[config.mk]
export PLATFORM = sky130hd
export DESIGN_NAME = dmem_access_ctrl
export DESIGN_NICKNAME = d
export VERILOG_FILES = /design/src/rtl/dmem_pkg.sv /design/src/rtl/dmem_inflight_q.sv /design/src/rtl/dmem_access_ctrl.sv
export SDC_FILE = /design/constraint.sdc
export NUM_CORES = 1
export LEC_CHECK = 0
export CORE_AREA = 2 2 121 123
export DETAILED_ROUTE_END_ITERATION = 7
export DIE_AREA = 0 0 123 125
export PLACE_DENSITY_LB_ADDON = 0.3
export SKIP_LAST_GASP = 1
export SLEW_MARGIN = 10
export SYNTH_ARGS = -nofsm -noshare
export SYNTH_HDL_FRONTEND = slang
export SYNTH_SLANG_ARGS = --single-unit
[constraint.sdc]
create_clock -name clk -period 3.2 [get_ports clk]
set_input_delay 0.64 -clock clk [delete_from_list [all_inputs] [get_ports clk]]
set_output_delay 0.64 -clock clk [all_outputs]
set_load 0.05 [all_outputs]
[src/rtl/dmem_pkg.sv]
// Shared types and helpers for the data-side MEM-stage access controller.
package dmem_pkg;

    // Access size encodings as seen on req_size / data_size.
    localparam logic [1:0] SZ_BYTE = 2'd0;
    localparam logic [1:0] SZ_HALF = 2'd1;
    localparam logic [1:0] SZ_WORD = 2'd2;

    // Request FSM: nothing latched, or one access held on the sram-like bus.
    typedef enum logic {
        ST_IDLE,
        ST_REQ
    } state_t;

    // Per-transaction bookkeeping carried from address phase to data phase.
    // The caller tag travels beside this struct because its width is a
    // module parameter.
    typedef struct packed {
        logic       wr;
        logic [1:0] size;
        logic [1:0] off;
        logic       uns;
        logic       killed;
    } q_entry_t;

    // Encoding 3 is treated as a word access.
    function automatic logic [1:0] norm_size(input logic [1:0] size);
        return (size == 2'd3) ? SZ_WORD : size;
    endfunction

    // Expects a normalised size.
    function automatic logic misaligned(input logic [1:0] size, input logic [1:0] off);
        case (size)
            SZ_HALF: return off[0];
            SZ_WORD: return off != 2'd0;
            default: return 1'b0;
        endcase
    endfunction

    // Replicate right-justified store data across every lane it could occupy.
    function automatic logic [31:0] place_wdata(input logic [1:0] size, input logic [31:0] wdata);
        case (size)
            SZ_BYTE: return {4{wdata[7:0]}};
            SZ_HALF: return {2{wdata[15:0]}};
            default: return wdata;
        endcase
    endfunction

    // Pick the addressed lane out of the read word and extend it.
    function automatic logic [31:0] extract_load(input logic [31:0] rdata, input logic [1:0] size,
                                                 input logic [1:0] off, input logic uns);
        logic [7:0]  b;
        logic [15:0] h;
        case (off)
            2'd0:    b = rdata[7:0];
            2'd1:    b = rdata[15:8];
            2'd2:    b = rdata[23:16];
            default: b = rdata[31:24];
        endcase
        h = off[1] ? rdata[31:16] : rdata[15:0];
        case (size)
            SZ_BYTE: return uns ? {24'b0, b} : {{24{b[7]}}, b};
            SZ_HALF: return uns ? {16'b0, h} : {{16{h[15]}}, h};
            default: return rdata;
        endcase
    endfunction

endpackage

[src/rtl/dmem_inflight_q.sv]
// In-order queue of accesses whose address phase completed and whose data
// phase is still pending. A broadcast kill marks every held entry so its
// eventual data_ok retires silently.
module dmem_inflight_q
    import dmem_pkg::*;
#(
    parameter int DEPTH = 2,
    parameter int TAG_W = 4
) (
    input  logic                       clk,
    input  logic                       resetn,
    input  logic                       push,
    input  q_entry_t                   push_entry,
    input  logic [TAG_W-1:0]           push_tag,
    input  logic                       pop,
    input  logic                       kill_all,
    output q_entry_t                   head_entry,
    output logic [TAG_W-1:0]           head_tag,
    output logic [$clog2(DEPTH+1)-1:0] count,
    output logic                       empty,
    output logic                       full
);

    localparam int CNT_W = $clog2(DEPTH + 1);
    localparam int PTR_W = (DEPTH > 1) ? $clog2(DEPTH) : 1;
    localparam logic [PTR_W-1:0] LAST_PTR = PTR_W'(DEPTH - 1);

    q_entry_t         mem     [DEPTH];
    logic [TAG_W-1:0] tag_mem [DEPTH];
    logic [PTR_W-1:0] wr_ptr;
    logic [PTR_W-1:0] rd_ptr;

    function automatic logic [PTR_W-1:0] next_ptr(input logic [PTR_W-1:0] p);
        return (p == LAST_PTR) ? '0 : p + PTR_W'(1);
    endfunction

    // Entry storage: broadcast kill first, so a same-cycle push keeps its own killed bit.
    // NOTE: storage is left unreset; only pointers and count define which entries are live.
    always_ff @(posedge clk) begin
        if (kill_all) begin
            for (int i = 0; i < DEPTH; i++) begin
                mem[i].killed <= 1'b1;
            end
        end
        if (push) begin
            mem[wr_ptr]     <= push_entry;
            tag_mem[wr_ptr] <= push_tag;
        end
    end

    // Pointers and occupancy; a simultaneous push and pop leaves count unchanged.
    // NOTE: sequential state uses non-blocking assignments so every register samples pre-edge values.
    always_ff @(posedge clk or negedge resetn) begin
        if (!resetn) begin
            wr_ptr <= '0;
            rd_ptr <= '0;
            count  <= '0;
        end else begin
            if (push) wr_ptr <= next_ptr(wr_ptr);
            if (pop)  rd_ptr <= next_ptr(rd_ptr);
            case ({push, pop})
                2'b10:   count <= count + CNT_W'(1);
                2'b01:   count <= count - CNT_W'(1);
                default: count <= count;
            endcase
        end
    end

    assign head_entry = mem[rd_ptr];
    assign head_tag   = tag_mem[rd_ptr];
    assign empty      = (count == '0);
    assign full       = (count == CNT_W'(DEPTH));

endmodule

[src/rtl/dmem_access_ctrl.sv]
// MEM-stage data access controller: one request register driving an
// sram-like bus, an in-order in-flight queue, alignment exceptions, store
// lane placement, load extraction and a pipeline cancel.
module dmem_access_ctrl
    import dmem_pkg::*;
#(
    parameter int          MAX_OUTSTANDING = 2,
    parameter int          TAG_W           = 4,
    parameter logic [31:0] ADDR_MASK       = 32'h1fff_ffff,
    parameter bit          STORE_RESP      = 1'b1
) (
    input  logic             clk,
    input  logic             resetn,
    input  logic             req_valid,
    output logic             req_ready,
    input  logic             req_wr,
    input  logic [1:0]       req_size,
    input  logic             req_unsigned,
    input  logic [31:0]      req_addr,
    input  logic [31:0]      req_wdata,
    input  logic [TAG_W-1:0] req_tag,
    input  logic             cancel,
    output logic             data_req,
    output logic             data_wr,
    output logic [1:0]       data_size,
    output logic [31:0]      data_addr,
    output logic [31:0]      data_wdata,
    input  logic [31:0]      data_rdata,
    input  logic             data_addr_ok,
    input  logic             data_data_ok,
    output logic             resp_valid,
    output logic [31:0]      resp_rdata,
    output logic [TAG_W-1:0] resp_tag,
    output logic             ex_valid,
    output logic             ex_ades,
    output logic [31:0]      ex_badvaddr,
    output logic [TAG_W-1:0] ex_tag,
    output logic             busy
);

    localparam int CNT_W = $clog2(MAX_OUTSTANDING + 1);
    localparam logic [CNT_W:0] MAX_C = (CNT_W + 1)'(MAX_OUTSTANDING);

    state_t           state, state_nxt;
    logic [1:0]       r_off;
    logic             r_uns;
    logic             r_killed;
    logic [TAG_W-1:0] r_tag;
    logic             ex_pend;

    logic [1:0]       req_size_n;
    logic             req_misaligned;
    logic [CNT_W:0]   slots_used;
    logic             addr_acc, accept, load_req, take_ex;

    q_entry_t         push_entry, head_entry;
    logic [TAG_W-1:0] head_tag;
    logic [CNT_W-1:0] q_count;
    logic             q_empty, q_full, q_pop;

    assign req_size_n     = norm_size(req_size);
    assign req_misaligned = misaligned(req_size_n, req_addr[1:0]);
    // The held request counts against the outstanding budget until it is pushed.
    assign slots_used     = {1'b0, q_count} + {{CNT_W{1'b0}}, (state == ST_REQ)};

    // Request FSM next state plus the handshake decisions it depends on.
    // NOTE: every always_comb output gets a default first so no path can infer a latch.
    always_comb begin
        state_nxt = state;
        data_req  = 1'b0;
        addr_acc  = 1'b0;
        req_ready = 1'b0;
        accept    = 1'b0;
        load_req  = 1'b0;
        take_ex   = 1'b0;
        // While the queue is full the held access is not offered, so addr_ok cannot land.
        data_req  = (state == ST_REQ) && !q_full;
        addr_acc  = data_req && data_addr_ok;
        req_ready = ((state == ST_IDLE) || addr_acc) && (slots_used < MAX_C) && !cancel;
        accept    = req_valid && req_ready;
        load_req  = accept && !req_misaligned;
        take_ex   = accept && req_misaligned;
        case (state)
            ST_IDLE: if (load_req) state_nxt = ST_REQ;
            ST_REQ:  if (addr_acc) state_nxt = load_req ? ST_REQ : ST_IDLE;
            default: state_nxt = ST_IDLE;
        endcase
    end

    // FSM state register.
    always_ff @(posedge clk or negedge resetn) begin
        if (!resetn) state <= ST_IDLE;
        else         state <= state_nxt;
    end

    // Request register: bus fields stay frozen from accept until addr_ok.
    always_ff @(posedge clk or negedge resetn) begin
        if (!resetn) begin
            data_wr    <= 1'b0;
            data_size  <= SZ_BYTE;
            data_addr  <= '0;
            data_wdata <= '0;
            r_off      <= '0;
            r_uns      <= 1'b0;
            r_tag      <= '0;
            r_killed   <= 1'b0;
        end else if (load_req) begin
            data_wr    <= req_wr;
            data_size  <= req_size_n;
            data_addr  <= req_addr & ADDR_MASK;
            data_wdata <= place_wdata(req_size_n, req_wdata);
            r_off      <= req_addr[1:0];
            r_uns      <= req_unsigned;
            r_tag      <= req_tag;
            r_killed   <= 1'b0;
        end else if (state == ST_REQ && cancel) begin
            // A cancelled access cannot be retracted from the bus; remember to drop its data.
            r_killed   <= 1'b1;
        end
    end

    // Alignment exception register: pulses the cycle after a misaligned accept.
    always_ff @(posedge clk or negedge resetn) begin
        if (!resetn) begin
            ex_pend     <= 1'b0;
            ex_ades     <= 1'b0;
            ex_badvaddr <= '0;
            ex_tag      <= '0;
        end else begin
            ex_pend <= take_ex;
            if (take_ex) begin
                ex_ades     <= req_wr;
                ex_badvaddr <= req_addr;
                ex_tag      <= req_tag;
            end
        end
    end

    // Queue entry for the access whose address phase completes this cycle.
    always_comb begin
        push_entry        = '0;
        push_entry.wr     = data_wr;
        push_entry.size   = data_size;
        push_entry.off    = r_off;
        push_entry.uns    = r_uns;
        push_entry.killed = r_killed || cancel;
    end

    // data_ok with nothing in flight is a bus protocol violation; it is ignored.
    assign q_pop = data_data_ok && !q_empty;

    dmem_inflight_q #(
        .DEPTH (MAX_OUTSTANDING),
        .TAG_W (TAG_W)
    ) u_q (
        .clk        (clk),
        .resetn     (resetn),
        .push       (addr_acc),
        .push_entry (push_entry),
        .push_tag   (r_tag),
        .pop        (q_pop),
        .kill_all   (cancel),
        .head_entry (head_entry),
        .head_tag   (head_tag),
        .count      (q_count),
        .empty      (q_empty),
        .full       (q_full)
    );

    assign resp_valid  = q_pop && !head_entry.killed && !cancel && (!head_entry.wr || STORE_RESP);
    assign resp_rdata  = (resp_valid && !head_entry.wr)
                       ? extract_load(data_rdata, head_entry.size, head_entry.off, head_entry.uns)
                       : 32'h0;
    assign resp_tag    = resp_valid ? head_tag : '0;
    assign ex_valid    = ex_pend && !cancel;
    assign busy        = (state != ST_IDLE) || !q_empty;

    a_no_orphan_data_ok: assert property (@(posedge clk) disable iff (!resetn)
                                          !(data_data_ok && q_empty));

endmodule
Word-level counts from Yosys, hierarchy flattened. Memory sizes are Yosys's and may differ from the RTL's. Cells that the tools add are included.

Register bits after elaboration: 115. Bits in latches: 0. Bits in writable memories: 22. Memory bits (read-only): 0. Input bits: 110. Output and inout port bits: 145. Word-level logic and storage cells: 85. Memories: 2.

Memory list: u_q.mem (depth 2, bits a word 7, rd ports 1, clocked after memory_dff 0, wr ports 3, RTL line dmem_inflight_q.sv:28) `q_entry_t mem [DEPTH];`; u_q.tag_mem (depth 2, bits a word 4, rd ports 1, clocked after memory_dff 0, wr ports 1, RTL line dmem_inflight_q.sv:29) `logic [TAG_W-1:0] tag_mem [DEPTH];`.

Add/sub/neg operators: 5. $mul: 0. Divide/modulo/power cells: 0. Magnitude comparators: 1. Equal/unequal tests: 9. Shifts and indexed selects: 0. Multiplexer cells: 22. Bitwise logic cells: 1. Reduce and logical (&&, ||, !) cells: 29.

Operators with widths (number): one-hot mux 32 bit (2 select lines) (2); two-way mux 32 bit (3); one-hot mux 8 bit (3 select lines) (1); two-way mux 16 bit (1); logical AND 1 bit (13); == test 2 bit (second input constant) (5); two-way mux 1 bit (10); == test 2 x 1 -> 1 bit (second input constant) (4); logical NOT 2 bit (4); logical NOT 1 bit (6); nonzero test 2 bit (3); two-way mux 4 bit (1); one-hot mux 1 bit (2 select lines) (2); one-hot mux 2 bit (2 select lines) (1); adder 2 x 1 -> 3 bit (1); logical OR 1 bit (3); less-than comparator 3 x 2 -> 1 bit (second input constant) (1); adder 1 bit (second input constant) (2); adder 2 x 1 -> 2 bit (second input constant) (1); two-way mux 2 bit (1); subtractor 2 x 1 -> 2 bit (second input constant) (1); inverter 1 bit (1).

Longest topological paths before layout. Gate-level depths: netlist (run 1).

Word-level depth: 12. Mapped depth: 8. Gate-level depth less buffers: 7.

Modules after synthesis. From an unflattened synthesis (run 1), not the netlist that was laid out.

Cells, all modules: 488. Area total of the unflattened synthesis: 6809.0 µm².

By module, submodules not included: dmem_access_ctrl (times used 1, cells an instance 432, area an instance 5823.1 µm², seq. area each 2727.6 µm²); dmem_inflight_q (times used 1, cells an instance 56, area an instance 985.9 µm², seq. area each 740.7 µm²).

Least setup slack after synthesis (run 1). No wires, ideal clock.

Path kind: input-to-output. Start point: input data_data_ok. End point: output resp_rdata[22]. Arrival time: 2.848 ns. Path slack: -0.288 ns. Stages: 6. Buffers on the path: 2. Path through: o21ai_0 > or3_1 > buf_2 > or2_1 > buf_2 > a221oi_1.

Longest elaborated chain between the ends: 5.

Ends and longest elaborated chain: from (decl) (RTL line dmem_access_ctrl.sv:30) `input logic data_data_ok,`; logical AND 1 bit (RTL line dmem_access_ctrl.sv:150) `assign q_pop = data_data_ok && !q_empty;`; logical AND 1 bit (2 in a row) (RTL line dmem_access_ctrl.sv:170) `assign resp_valid = q_pop && !head_entry.killed && !cancel && (!head_entry.wr || STORE_RESP);`; logical AND 1 bit (RTL line dmem_access_ctrl.sv:171) `assign resp_rdata = (resp_valid && !head_entry.wr)`; two-way mux 32 bit (RTL line dmem_access_ctrl.sv:172) `? extract_load(data_rdata, head_entry.size, head_entry.off, head_entry.uns)`; to (decl) (RTL line dmem_access_ctrl.sv:32) `output logic [31:0] resp_rdata,`.

Every way passes these cells.

Final worst setup path (run 1).
Start point: register u_q.rd_ptr. End point: output resp_rdata[22].

Longest elaborated chain between the ends: 6.

Ends and longest elaborated chain: from (decl) (RTL line dmem_inflight_q.sv:31) `logic [PTR_W-1:0] rd_ptr;`; from (signal assigned) (RTL line dmem_inflight_q.sv:60) `if (pop) rd_ptr <= next_ptr(rd_ptr);`; memory (2 x 7 bit) (*); == test 2 bit, or another cell as far along (RTL line dmem_pkg.sv:54) `case (off)`; one-hot mux 8 bit (3 select lines) / logical AND 1 bit (equally long branches) (RTL line dmem_pkg.sv:54, dmem_access_ctrl.sv:170); two-way mux 32 bit / logical AND 1 bit (equally long branches) (RTL line dmem_pkg.sv:62, dmem_access_ctrl.sv:170); one-hot mux 32 bit (2 select lines) / logical AND 1 bit (equally long branches) (RTL line dmem_pkg.sv:61, dmem_access_ctrl.sv:171); two-way mux 32 bit (*) (RTL line dmem_access_ctrl.sv:172).

Every way passes the cells marked *; elsewhere a longest branch is shown, timed or not.

==> impl_results.md, run 1 <==
* Global routing usage on met3 at roughly a tenth
* Worst Path Required at about 2600 ps
* Bufs on Longest Clock Path at 2
* Total vias in the final route at 5,323
* Count of different cell masters after synthesis at 49
* Synthesized area per cell at between 10 and 15 um2
* Slew at the pin closest to its max-slew limit at 583 ps
* Endpoint arrival time on the critical path at 2550 ps
* Clock insertion delay at the later pin of the skew report at between 400 and 500 ps
* Wire length of the first global-routing pass at ~30,000 um
* Core Area at roughly 0.014 mm2
* Count of maximum capacitance violations at 0
* Reg-to-reg setup timing slack at ~950 ps
* Status: completed
* Post-layout instance count excluding filler cells at about 970
* Hold bufs inserted after CTS at 0
* Clock skew after layout at roughly 8 ps
* I/O Buffers at approximately 250
* Via/cell ratio at 5.50
* Antenna violation net count after detailed routing at 0
* DP Wirelength at 13,400 um
* GPL Wtd Cong at roughly 0.90
* Portion of the clock cycle consumed by the worst path in the final layout at 99.6%
* Final-report max-slew violation count at 0
* #FFs+latches synth at 135
* Synthesis-to-finish area growth at 58.0%
* Top library cells by usage in the layout, fill and taps aside: 211 x clkdlybuf4s50_1, 133 x mux2_2, 112 x dfrtp_1
* Global Route met2 Usage at 40.2%
* Peak-usage layer in the global routing report: met2
* I/O pin cnt at 255
* Maximum level of the CTS H-tree at 4
* Final cell area excluding filler cells at between 0.01 and 0.015 mm2
* Width of the chip at 123 um
* Worst reg2reg startpoint: u_q.count[0]
* Number of antenna violations at the first check in global routing at 0
* Number of antenna cells inserted at 0
* DR pass1 iterations at 5
* Clock sink count at 135
* Ratio of total power to cell area at 1070 mW/mm2
* DP Cell Count at 930
* Initial drt markers at 374
* Most used flip-flop cell after synthesis: dfrtp_1
* Clock Tree Root: clkbuf_16
* Area of the multi-input gates at 0.00287 mm2
* Area of placed instances at 0.00946 mm2
* Effective utilization at floorplan at a little under half
* Overall fraction of global-route tracks in use at between 20% and 30%
* Wire length per cell at 19.4 um
* Kind of end point of the critical path: output port
* Cell count after synthesis at around 500
* Most frequent standard cell in the layout excluding fill and tap cells: clkdlybuf4s50_1
* Sequential share of the synthesized area at roughly 54%
* Crit path launch type: register
* Die area at about 0.015 mm2
* Max Fanout on Critical Path at 5
* Sequential cell area at around 0.0035 mm2
* Share of final-layout standard cells stronger than drive strength 1 at 33.7%
* Hold Fails Final Rpt at 0
* Clock transition at the register clock pins on the worst setup and hold paths after CTS at 60 ps
* Post-synthesis async set-or-reset flop share at 83.7%
* Met1 global-route usage at 28.4%
* Total CTS buffers at 17
* Worst min-delay path class: input port to async pin
* Final setup fails at 0
* EDFF count, synth at 20
* Number of global-route vias before repair at 5,654
* Worst reg2reg path depth at 5
* Unrepaired setup endpoints after global routing: yes
* Count of unresolved DRC violations after routing at 0
* CTS tree: yes
* Worst IR Drop VDD at 834 uV
* Endpoint of the worst register-to-register path: data_wdata[16]
* Routed Wire Length at 18,800 um
* Static leakage at 4.21 nW
* Number of filler instances in the final layout at 953
* Number of rows in the core area at 44
* Number of warnings reported in the yosys synthesis log at 0
* Maximum number of pins on one net before global-route repair at 72
* Max-slew headroom at roughly 61%
* Highest clock frequency the design can meet at 0.314 GHz
* Combined area of all synthesized cells at 0.00648 mm2
* Die span in y at approximately 130 um
* Start-to-end type of the worst setup path: register to output port
* GR Overflow Total at 0
* Count of nets after finishing at 882
* Final critical-path required period at between 3000 and 4000 ps
[metrics by stage]
step                util [%]  TNS (ps)  setup slack, ps  hold slack, ps  power (mW)
global placement        66.6         0             16.3             446        8.63
floorplan                  -      -576             -288             344        6.72
CTS                     71.4     -20.5            -20.5             236        11.0
detailed placement      66.6     -62.1            -28.6             457        8.76
finish                  72.1         0             13.9             214        11.0
global route            72.1      -463            -50.6             260        11.4
[final cells by class]
cell class                 count  share of cell area, %
timing repair buffer         280                   29.2
clock buffer                  18                   4.40
multi-input combinational    328                   28.0
tap                          184                   2.25
sequential                   135                   33.9
clock inverter                14                   1.92
inverter                       9                  0.330
[cell usage after synthesis, types with 7 or more instances]
master / instances / area, um2
a2111o_1: 7 / 78.8
a21oi_1: 52 / 260
a22oi_1: 7 / 52.6
buf_2: 10 / 50.1
buf_4: 11 / 82.6
clkbuf_1: 9 / 33.8
dfrtp_1: 113 / 2830
edfxtp_1: 20 / 601
inv_1: 9 / 33.8
mux2_2: 133 / 1500
mux2i_1: 20 / 200
nand2_1: 11 / 41.3
nor2_1: 12 / 45.0
o21ai_0: 35 / 175
[worst max-delay path, stage by stage, from the launching register on]
cell,delay (ps)
dfrtp_2,470
buf_4,160
mux2_4,310
or3_4,360
or2_4,290
a221oi_1,240
buf_4,170
buf_12,120
[registers in the layout, indices dropped and copies added (netlist names)]
signal	flops
data_wdata	32
ex_badvaddr	32
data_addr	28
u_q.mem	14
u_q.tag_mem	8
ex_tag	4
r_tag	4
data_size	2
u_q.count	2
data_wr	1
ex_ades	1
ex_pend	1
r_killed	1
r_off	1
r_uns	1
state	1
u_q.rd_ptr	1
u_q.wr_ptr	1
[cells by family (layout without fill, tap and decap cells)]
kind of cell	after synthesis	count (layout)	synth area share (%)
and+or+nand+nor	44	45	3.57
other	1	3	0.0578
DFF	135	135	53.5
adders and majority gates	1	1	0.193
muxes	156	156	27.1
AOI/OAI and AO/OA	118	118	11.0
xor gates and xnor gates	5	5	0.676
buffers and inverters	44	321	3.84
[worst max path at each step]
stage / slack (ps) / start / endpoint / cells past startpoint
6_report: 10 / u_q.rd_ptr / resp_rdata[22] / 7
5_1_grt: -50 / u_q.rd_ptr / resp_rdata[5] / 7
4_1_cts: -20 / u_q.rd_ptr / resp_rdata[5] / 6
3_5_place_dp: -30 / data_data_ok / resp_rdata[22] / 7
3_3_place_gp: 20 / data_data_ok / resp_rdata[23] / 7
2_1_floorplan: -290 / data_data_ok / resp_rdata[22] / 6
[report_power, final]
| part | switching [mW] | leakage, nW | total (mW) | internal (mW) |
|---|---|---|---|---|
| Sequential | 0.475 | 1.56 | 3.02 | 2.54 |
| Clock | 0.750 | 0.316 | 2.11 | 1.36 |
| Combinational | 3.63 | 2.33 | 5.85 | 2.22 |
| Total | 4.86 | 4.21 | 11.0 | 6.12 |
[repair_timing]
action / 4_1_cts / 5_1_grt
buffers inserted: 3 / 2
gates cloned: 0 / 1
gates resized for setup: 4 / 15
endpoints found under the setup margin: 32 / 31
pin swaps: 1 / 1
[routing by layer]
metal  part of all wire (%)  vias to the layer above
li1                       -                     2387
met1                     38                     2608
met2                     49                      268
met3                    9.9                       60
met4                    3.7                        0
met5                      0                        -
No activity file was read; power rests on OpenSTA's default activity.
==> run 2: changes to the inputs <==
--- a/config.mk
+++ b/config.mk
@@ -9,7 +9,6 @@
 export DETAILED_ROUTE_END_ITERATION = 7
 export DIE_AREA = 0 0 123 125
 export PLACE_DENSITY_LB_ADDON = 0.3
-export SKIP_LAST_GASP = 1
 export SLEW_MARGIN = 10
 export SYNTH_ARGS = -nofsm -noshare
 export SYNTH_HDL_FRONTEND = slang
==> impl_results.md, run 2 (same netlist as run 1, synthesis figures left out) <==
* Largest registers: data_wdata: 32 flops, ex_badvaddr: 32 flops, data_addr: 28 flops
* Maximum level of the CTS H-tree at 4
* Worst path cell trace: clkdlybuf4s50_1, nor2_1, o221a_1, a2111o_1, a221oi_1, buf_4, buf_12
* Initial drt markers at 289
* Number of filler instances in the final layout at between 900 and 1,000
* Number of antenna cells inserted at 0
* Wire length per cell at around 19 um
* Sequential cell area at between 0.003 and 0.004 mm2
* Die span in y at 125 um
* Max Fanout on Critical Path at 3
* Critical Path Slowest Stage Cell: clkdlybuf4s50_1
* Maximum number of pins on one net before global-route repair at around 70
* Synthesis-to-finish area growth at 57.6%
* Endpoint arrival time on the critical path at 2550 ps
* I/O Buffers at 251
* Count of maximum capacitance violations at 0
* GPL Wtd Cong at 0.903
* Routed Wire Length at about 18,000 um
* Number of global-route vias before repair at between 5,000 and 6,000
* Reg-to-reg setup timing slack at 960 ps
* Worst Path Required at ~2600 ps
* GR Overflow Total at 0
* Worst reg2reg path depth at 5
* Start-to-end type of the worst setup path: input port to output port
* Effective utilization at floorplan at a little under half
* Clock insertion delay at the later pin of the skew report at 420 ps
* Worst IR Drop VDD at 833 uV
* Worst min-delay path class: input port to async pin
* Number of rows in the core area at 44
* Worst-case setup slack after placement at -28.6 ps
* Number of antenna violations at the first check in global routing at 0
* Unrepaired setup endpoints after global routing: yes
* Clock Tree Root: clkbuf_16
* Final cell area excluding filler cells at 0.0102 mm2
* Final-report max-slew violation count at 0
* DR pass1 iterations at 5
* Hold bufs inserted after CTS at 0
* Overall fraction of global-route tracks in use at 24.5%
* Slew at the pin closest to its max-slew limit at 583 ps
* I/O pin cnt at 255
* Clock skew after layout at around 8.0 ps
* Share of final-layout standard cells stronger than drive strength 1 at 33.3%
* Kind of end point of the critical path: output port
* CTS tree: yes
* Count of nets after finishing at 881
* DP Wirelength at approximately 13,000 um
* Most frequent standard cell in the layout excluding fill and tap cells: clkdlybuf4s50_1
* Hold Fails Final Rpt at 0
* Die area at 0.0154 mm2
* Worst reg2reg startpoint: u_q.count[0]
* Static leakage at between 4 and 5 nW
* Clock sink count at 135
* Area of the multi-input gates at 0.00284 mm2
* Via/cell ratio at between 5 and 6
* Final critical-path required period at 3190 ps
* Total vias in the final route at 5,268
* Width of the chip at 123 um
* Delay contributed by the slowest stage of the critical path at 530 ps
* Wire length of the first global-routing pass at 29,200 um
* Endpoint of the worst register-to-register path: data_wdata[16]
* Final setup fails at 0
* Crit path launch type: input port
* Ratio of total power to cell area at 1070 mW/mm2
* Count of unresolved DRC violations after routing at 0
* Total chip power at 11.0 mW
* Total CTS buffers at 17
* Highest clock frequency the design can meet at between 0.3 and 0.4 GHz
* Top library cells by usage in the layout, fill and taps aside: 211 x clkdlybuf4s50_1, 133 x mux2_2, 112 x dfrtp_1
* Core Area at approximately 0.014 mm2
* Portion of the clock cycle consumed by the worst path in the final layout at ~100%
* Max-slew headroom at between 60% and 70%
* Bufs on Longest Clock Path at 2
* Area of placed instances at 0.00946 mm2
* Crit path setup slack, layout at 12.1 ps
* Antenna violation net count after detailed routing at 0
* Clock transition at the register clock pins on the worst setup and hold paths after CTS at around 60 ps
* Status: completed
-- run 2: cell types whose count changed in the layout (fill, tap and decap cells not counted), sizes merged --
cell  previous run  this run
or2              2         1
-- run 2: what timing repair did --
item	4_1_cts	5_1_grt
pin swaps	1	0
gates resized for setup	5	11
setup endpoints to repair	32	31
buffers inserted	3	2
-- run 2: through the flow --
stage / setup TNS, ps / instances / utilization (%) / hold slack (ps)
detailed placement: -62.1 / 930 / 66.6 / 457
floorplan: -576 / 506 / - / 344
global placement: 0 / 930 / 66.6 / 446
CTS: 0 / 965 / 71.4 / 236
finish: 0 / 967 / 71.9 / 214
global route: -568 / 967 / 71.9 / 260
-- run 2: worst max-delay path: cells and delay by family --
| family | cells | cell delay (ps) |
|---|---|---|
| AOI/OAI and AO/OA | 3 | 1010 |
| and+or+nand+nor | 1 | 70 |
| buffers and inverters | 3 | 830 |
-- run 2: layout make-up --
class                   count  share of cell area (%)
flip-flops and latches    135                    34.0
clock buffers              18                    4.41
clock inverters            14                    1.92
well taps                 184                    2.25
inverters                   9                   0.331
multi-input cells         327                    27.8
repair buffers            280                    29.3
-- run 2: layer usage --
layer,vias to the layer above,GRT usage (%),part of all wire [%]
met5,-,0,0
met4,0,10.5,3.3
met2,251,40.2,49
met3,51,9.58,9.7
li1,2384,-,-
met1,2582,28.4,38
-- run 2: how the worst max path moves through the flow --
stage                              start              to  cells past startpoint
after floorplan             data_data_ok  resp_rdata[22]                      6
after global placement      data_data_ok  resp_rdata[23]                      7
after detailed placement    data_data_ok  resp_rdata[22]                      7
after CTS                     u_q.rd_ptr  resp_rdata[11]                      7
after global routing          u_q.rd_ptr  resp_rdata[17]                      7
final                     data_rdata[15]  resp_rdata[22]                      7
-- run 2: power breakdown --
part	internal [mW]	switching, mW
Combinational	2.22	3.62
Sequential	2.54	0.474
Clock	1.36	0.749
==> run 3: changes to the inputs <==
--- a/config.mk
+++ b/config.mk
@@ -5,11 +5,12 @@
 export SDC_FILE = /design/constraint.sdc
 export NUM_CORES = 1
 export LEC_CHECK = 0
-export CORE_AREA = 2 2 121 123
+export CORE_AREA = 2 2 123 125
 export DETAILED_ROUTE_END_ITERATION = 7
-export DIE_AREA = 0 0 123 125
+export DIE_AREA = 0 0 125 127
 export PLACE_DENSITY_LB_ADDON = 0.3
 export SLEW_MARGIN = 10
 export SYNTH_ARGS = -nofsm -noshare
 export SYNTH_HDL_FRONTEND = slang
+export SYNTH_HIERARCHICAL = 1
 export SYNTH_SLANG_ARGS = --single-unit
==> impl_results.md, run 3 <==
* Number of antenna cells inserted at 0
* Worst IR Drop VDD at roughly 950 uV
* Hold Fails Final Rpt at 0
* EDFF count, synth at 20
* Total chip power at between 10 and 15 mW
* Clock sink count at 135
* Total vias in the final route at 5,208
* Top cell types by occurrence after synthesis: 113 x dfrtp_1, 87 x mux2_4, 54 x mux2_2
* Worst min-delay path class: input port to async pin
* Number of warnings reported in the yosys synthesis log at 6
* Portion of the clock cycle consumed by the worst path in the final layout at 106%
* Share of final-layout standard cells stronger than drive strength 1 at between 40% and 50%
* Antenna violation net count after detailed routing at 0
* Endpoint of the worst register-to-register path: data_wdata[5]
* Clock skew after layout at around 10 ps
* Die span in y at 127 um
* Initial drt markers at between 300 and 400
* Worst slack on hold paths at 168 ps
* Static leakage at 4.70 nW
* Wire length per cell at around 22 um
* Final-report max-slew violation count at 0
* Routed Wire Length at roughly 21,000 um
* DR pass1 iterations at 4
* Share of the core filled with cells at 77.2%
* Worst path depth at 9
* Top-area cell type share of the netlist area at between 40% and 50%
* Clock insertion delay at the later pin of the skew report at 420 ps
* Total CTS buffers at 17
* Comb pwr share at 57.1%
* Number of antenna violations at the first check in global routing at 0
* Reg-to-reg setup timing slack at 610 ps
* Most area-hungry cell type in the Yosys netlist: dfrtp_1
* Cell types occupying the most area after synthesis: dfrtp_1 42%, mux2_4 19%, mux2_2 8.9%, edfxtp_1 8.8%, mux4_2 2.6%
* Most frequent standard cell in the layout excluding fill and tap cells: clkdlybuf4s50_1
* Slew at the pin closest to its max-slew limit at between 600 and 700 ps
* Delay contributed by the slowest stage of the critical path at 480 ps
* #FFs+latches synth at 135
* Share of total power in the clock network at 16.2%
* GR Overflow Total at 0
* Final critical-path required period at 3380 ps
* Crit path setup slack, layout at -177 ps
* Violations in the final reports: setup timing
* Maximum number of pins on one net before global-route repair at between 50 and 60
* Count of maximum capacitance violations at 0
* Accumulated negative setup slack at -4430 ps
* DP Cell Count at 920
* Most common cell type on the critical path: buf_6
* Cell class contributing the biggest share of worst-path delay: multiplexers
* Worst Path Required at 2560 ps
* Core Area at 0.0144 mm2
* Via/cell ratio at 5.40
* Worst reg2reg path depth at 6
* Kind of end point of the critical path: output port
* Combined area of all synthesized cells at just under 0.007 mm2
* Total net switching power at 5.14 mW
* Start-to-end type of the worst setup path: register to output port
* Width of the chip at 125 um
* Post-synthesis async set-or-reset flop share at 83.7%
* Worst Path Buf+Inv at 4
* Highest clock frequency the design can meet at 0.296 GHz
* Crit path launch type: register
* Post-layout instance count excluding filler cells at 964
* Most used flip-flop cell after synthesis: dfrtp_1
* GPL Wtd Cong at 0.877
* Max-slew headroom at between 50% and 60%
* Clock Tree Root: clkbuf_16
* Sequential share of the synthesized area at 50.9%
* Critical Path Slowest Stage Cell: mux4_2
* Top library cells by usage in the layout, fill and taps aside: 212 x clkdlybuf4s50_1, 113 x dfrtp_1, 90 x mux2_4
* Most frequently used cell type in the post-synthesis netlist: dfrtp_1
* Hold bufs inserted after CTS at 0
* Clock transition at the register clock pins on the worst setup and hold paths after CTS at 60 ps
* Number of rows in the core area at 44
* Ratio of total power to cell area at 1020 mW/mm2
* Count of nets after finishing at 878
* Endpoint arrival time on the critical path at 2740 ps
* Sw Share at 45.1%
* Sequential share of power at 26.8%
* Max Fanout on Critical Path at 8
* Synthesized area per cell at around 14 um2
* I/O Buffers at 251
* Maximum level of the CTS H-tree at 4
* Overall fraction of global-route tracks in use at between 20 and 30%
* Status: finished, violations left
* DP Wirelength at ~14,000 um
* Wire length of the first global-routing pass at 31,900 um
* Unrepaired setup endpoints after global routing: yes
* Synthesis-to-finish area growth at 63.6%
* Final setup fails at 32
* Internal cell power at ~6.3 mW
* Bufs on Longest Clock Path at 2
* Number of global-route vias before repair at 5,769
* Worst reg2reg startpoint: u_q/count[0]
* I/O pin cnt at 255
* Count of unresolved DRC violations after routing at 0
* Die area at 0.0159 mm2
* Count of different cell masters after synthesis at 44
* CTS tree: yes
* Cell count after synthesis at 488
* Effective utilization at floorplan at 47.2%
* Largest registers: data_wdata: 32 flops, ex_badvaddr: 32 flops, data_addr: 28 flops
* Worst path cell trace: buf_6, mux2_4, mux4_2, buf_6, nor2b_4, o21ai_4, clkbuf_16, nand2_4, buf_12
## run 3: cells by family (layout without fill, tap and decap cells)
kind of cell               count (synthesis)  count (layout)  synth area share (%)
DFF                                      135             135                  50.9
and+or+nand+nor                          109             109                  7.24
adders and majority gates                  1               1                 0.184
buffers and inverters                     42             332                  4.98
muxes                                    157             157                  31.9
AOI/OAI and AO/OA                         38              38                  4.02
other                                      1               3                0.0551
xor gates and xnor gates                   5               5                 0.643
## run 3: area by class of cell
| cell class | instances | area, um2 |
|---|---|---|
| clock buffers | 17 | 425 |
| clock inverters | 15 | 135 |
| fillers | 876 | 3280 |
| inverters | 5 | 18.8 |
| multi-input cells | 313 | 3480 |
| flip-flops and latches | 135 | 3470 |
| well taps | 184 | 230 |
| repair buffers | 295 | 3380 |
## run 3: worst max path at each step
| stage | startpoint | to | slack, ps |
|---|---|---|---|
| finish | u_q/rd_ptr | resp_rdata[18] | -180 |
| global route | u_q/rd_ptr | resp_rdata[18] | -230 |
| CTS | u_q/rd_ptr | resp_rdata[3] | -120 |
| detailed placement | data_rdata[23] | resp_rdata[8] | -310 |
| global placement | data_rdata[23] | resp_rdata[8] | -160 |
| floorplan | u_q/rd_ptr | resp_rdata[6] | 10 |
## run 3: stage by stage
step                instance area [um2]  worst slack (ps)
global placement                  10200              -161
CTS                               11000              -116
global route                      11100              -226
finish                            11100              -177
detailed placement                10200              -309
floorplan                          7070              9.76
## run 3: repair_timing
item                                   in CTS  in global routing
buffers inserted                            8                  1
endpoints found under the hold margin       0                  0
gates resized for setup                    30                 38
setup endpoints to repair                  32                 32
cloned                                      2                  1
pin swaps                                  17                  1
## run 3: layer usage
metal,routed length [um],global-route usage (%),up-vias
met5,0,0,-
met4,520,9.54,0
met3,1700,8.84,35
met2,10800,44.5,252
met1,7870,29.6,2631
li1,-,-,2290
## run 3: power groups by stage
stage / Clock [mW] / Combinational (mW) / Sequential [mW]
floorplan: 0 / 2.08 / 5.11
global placement: 0 / 6.20 / 3.01
detailed placement: 0 / 6.29 / 3.04
CTS: 1.87 / 6.45 / 3.05
global route: 1.94 / 6.74 / 3.15
finish: 1.84 / 6.51 / 3.05
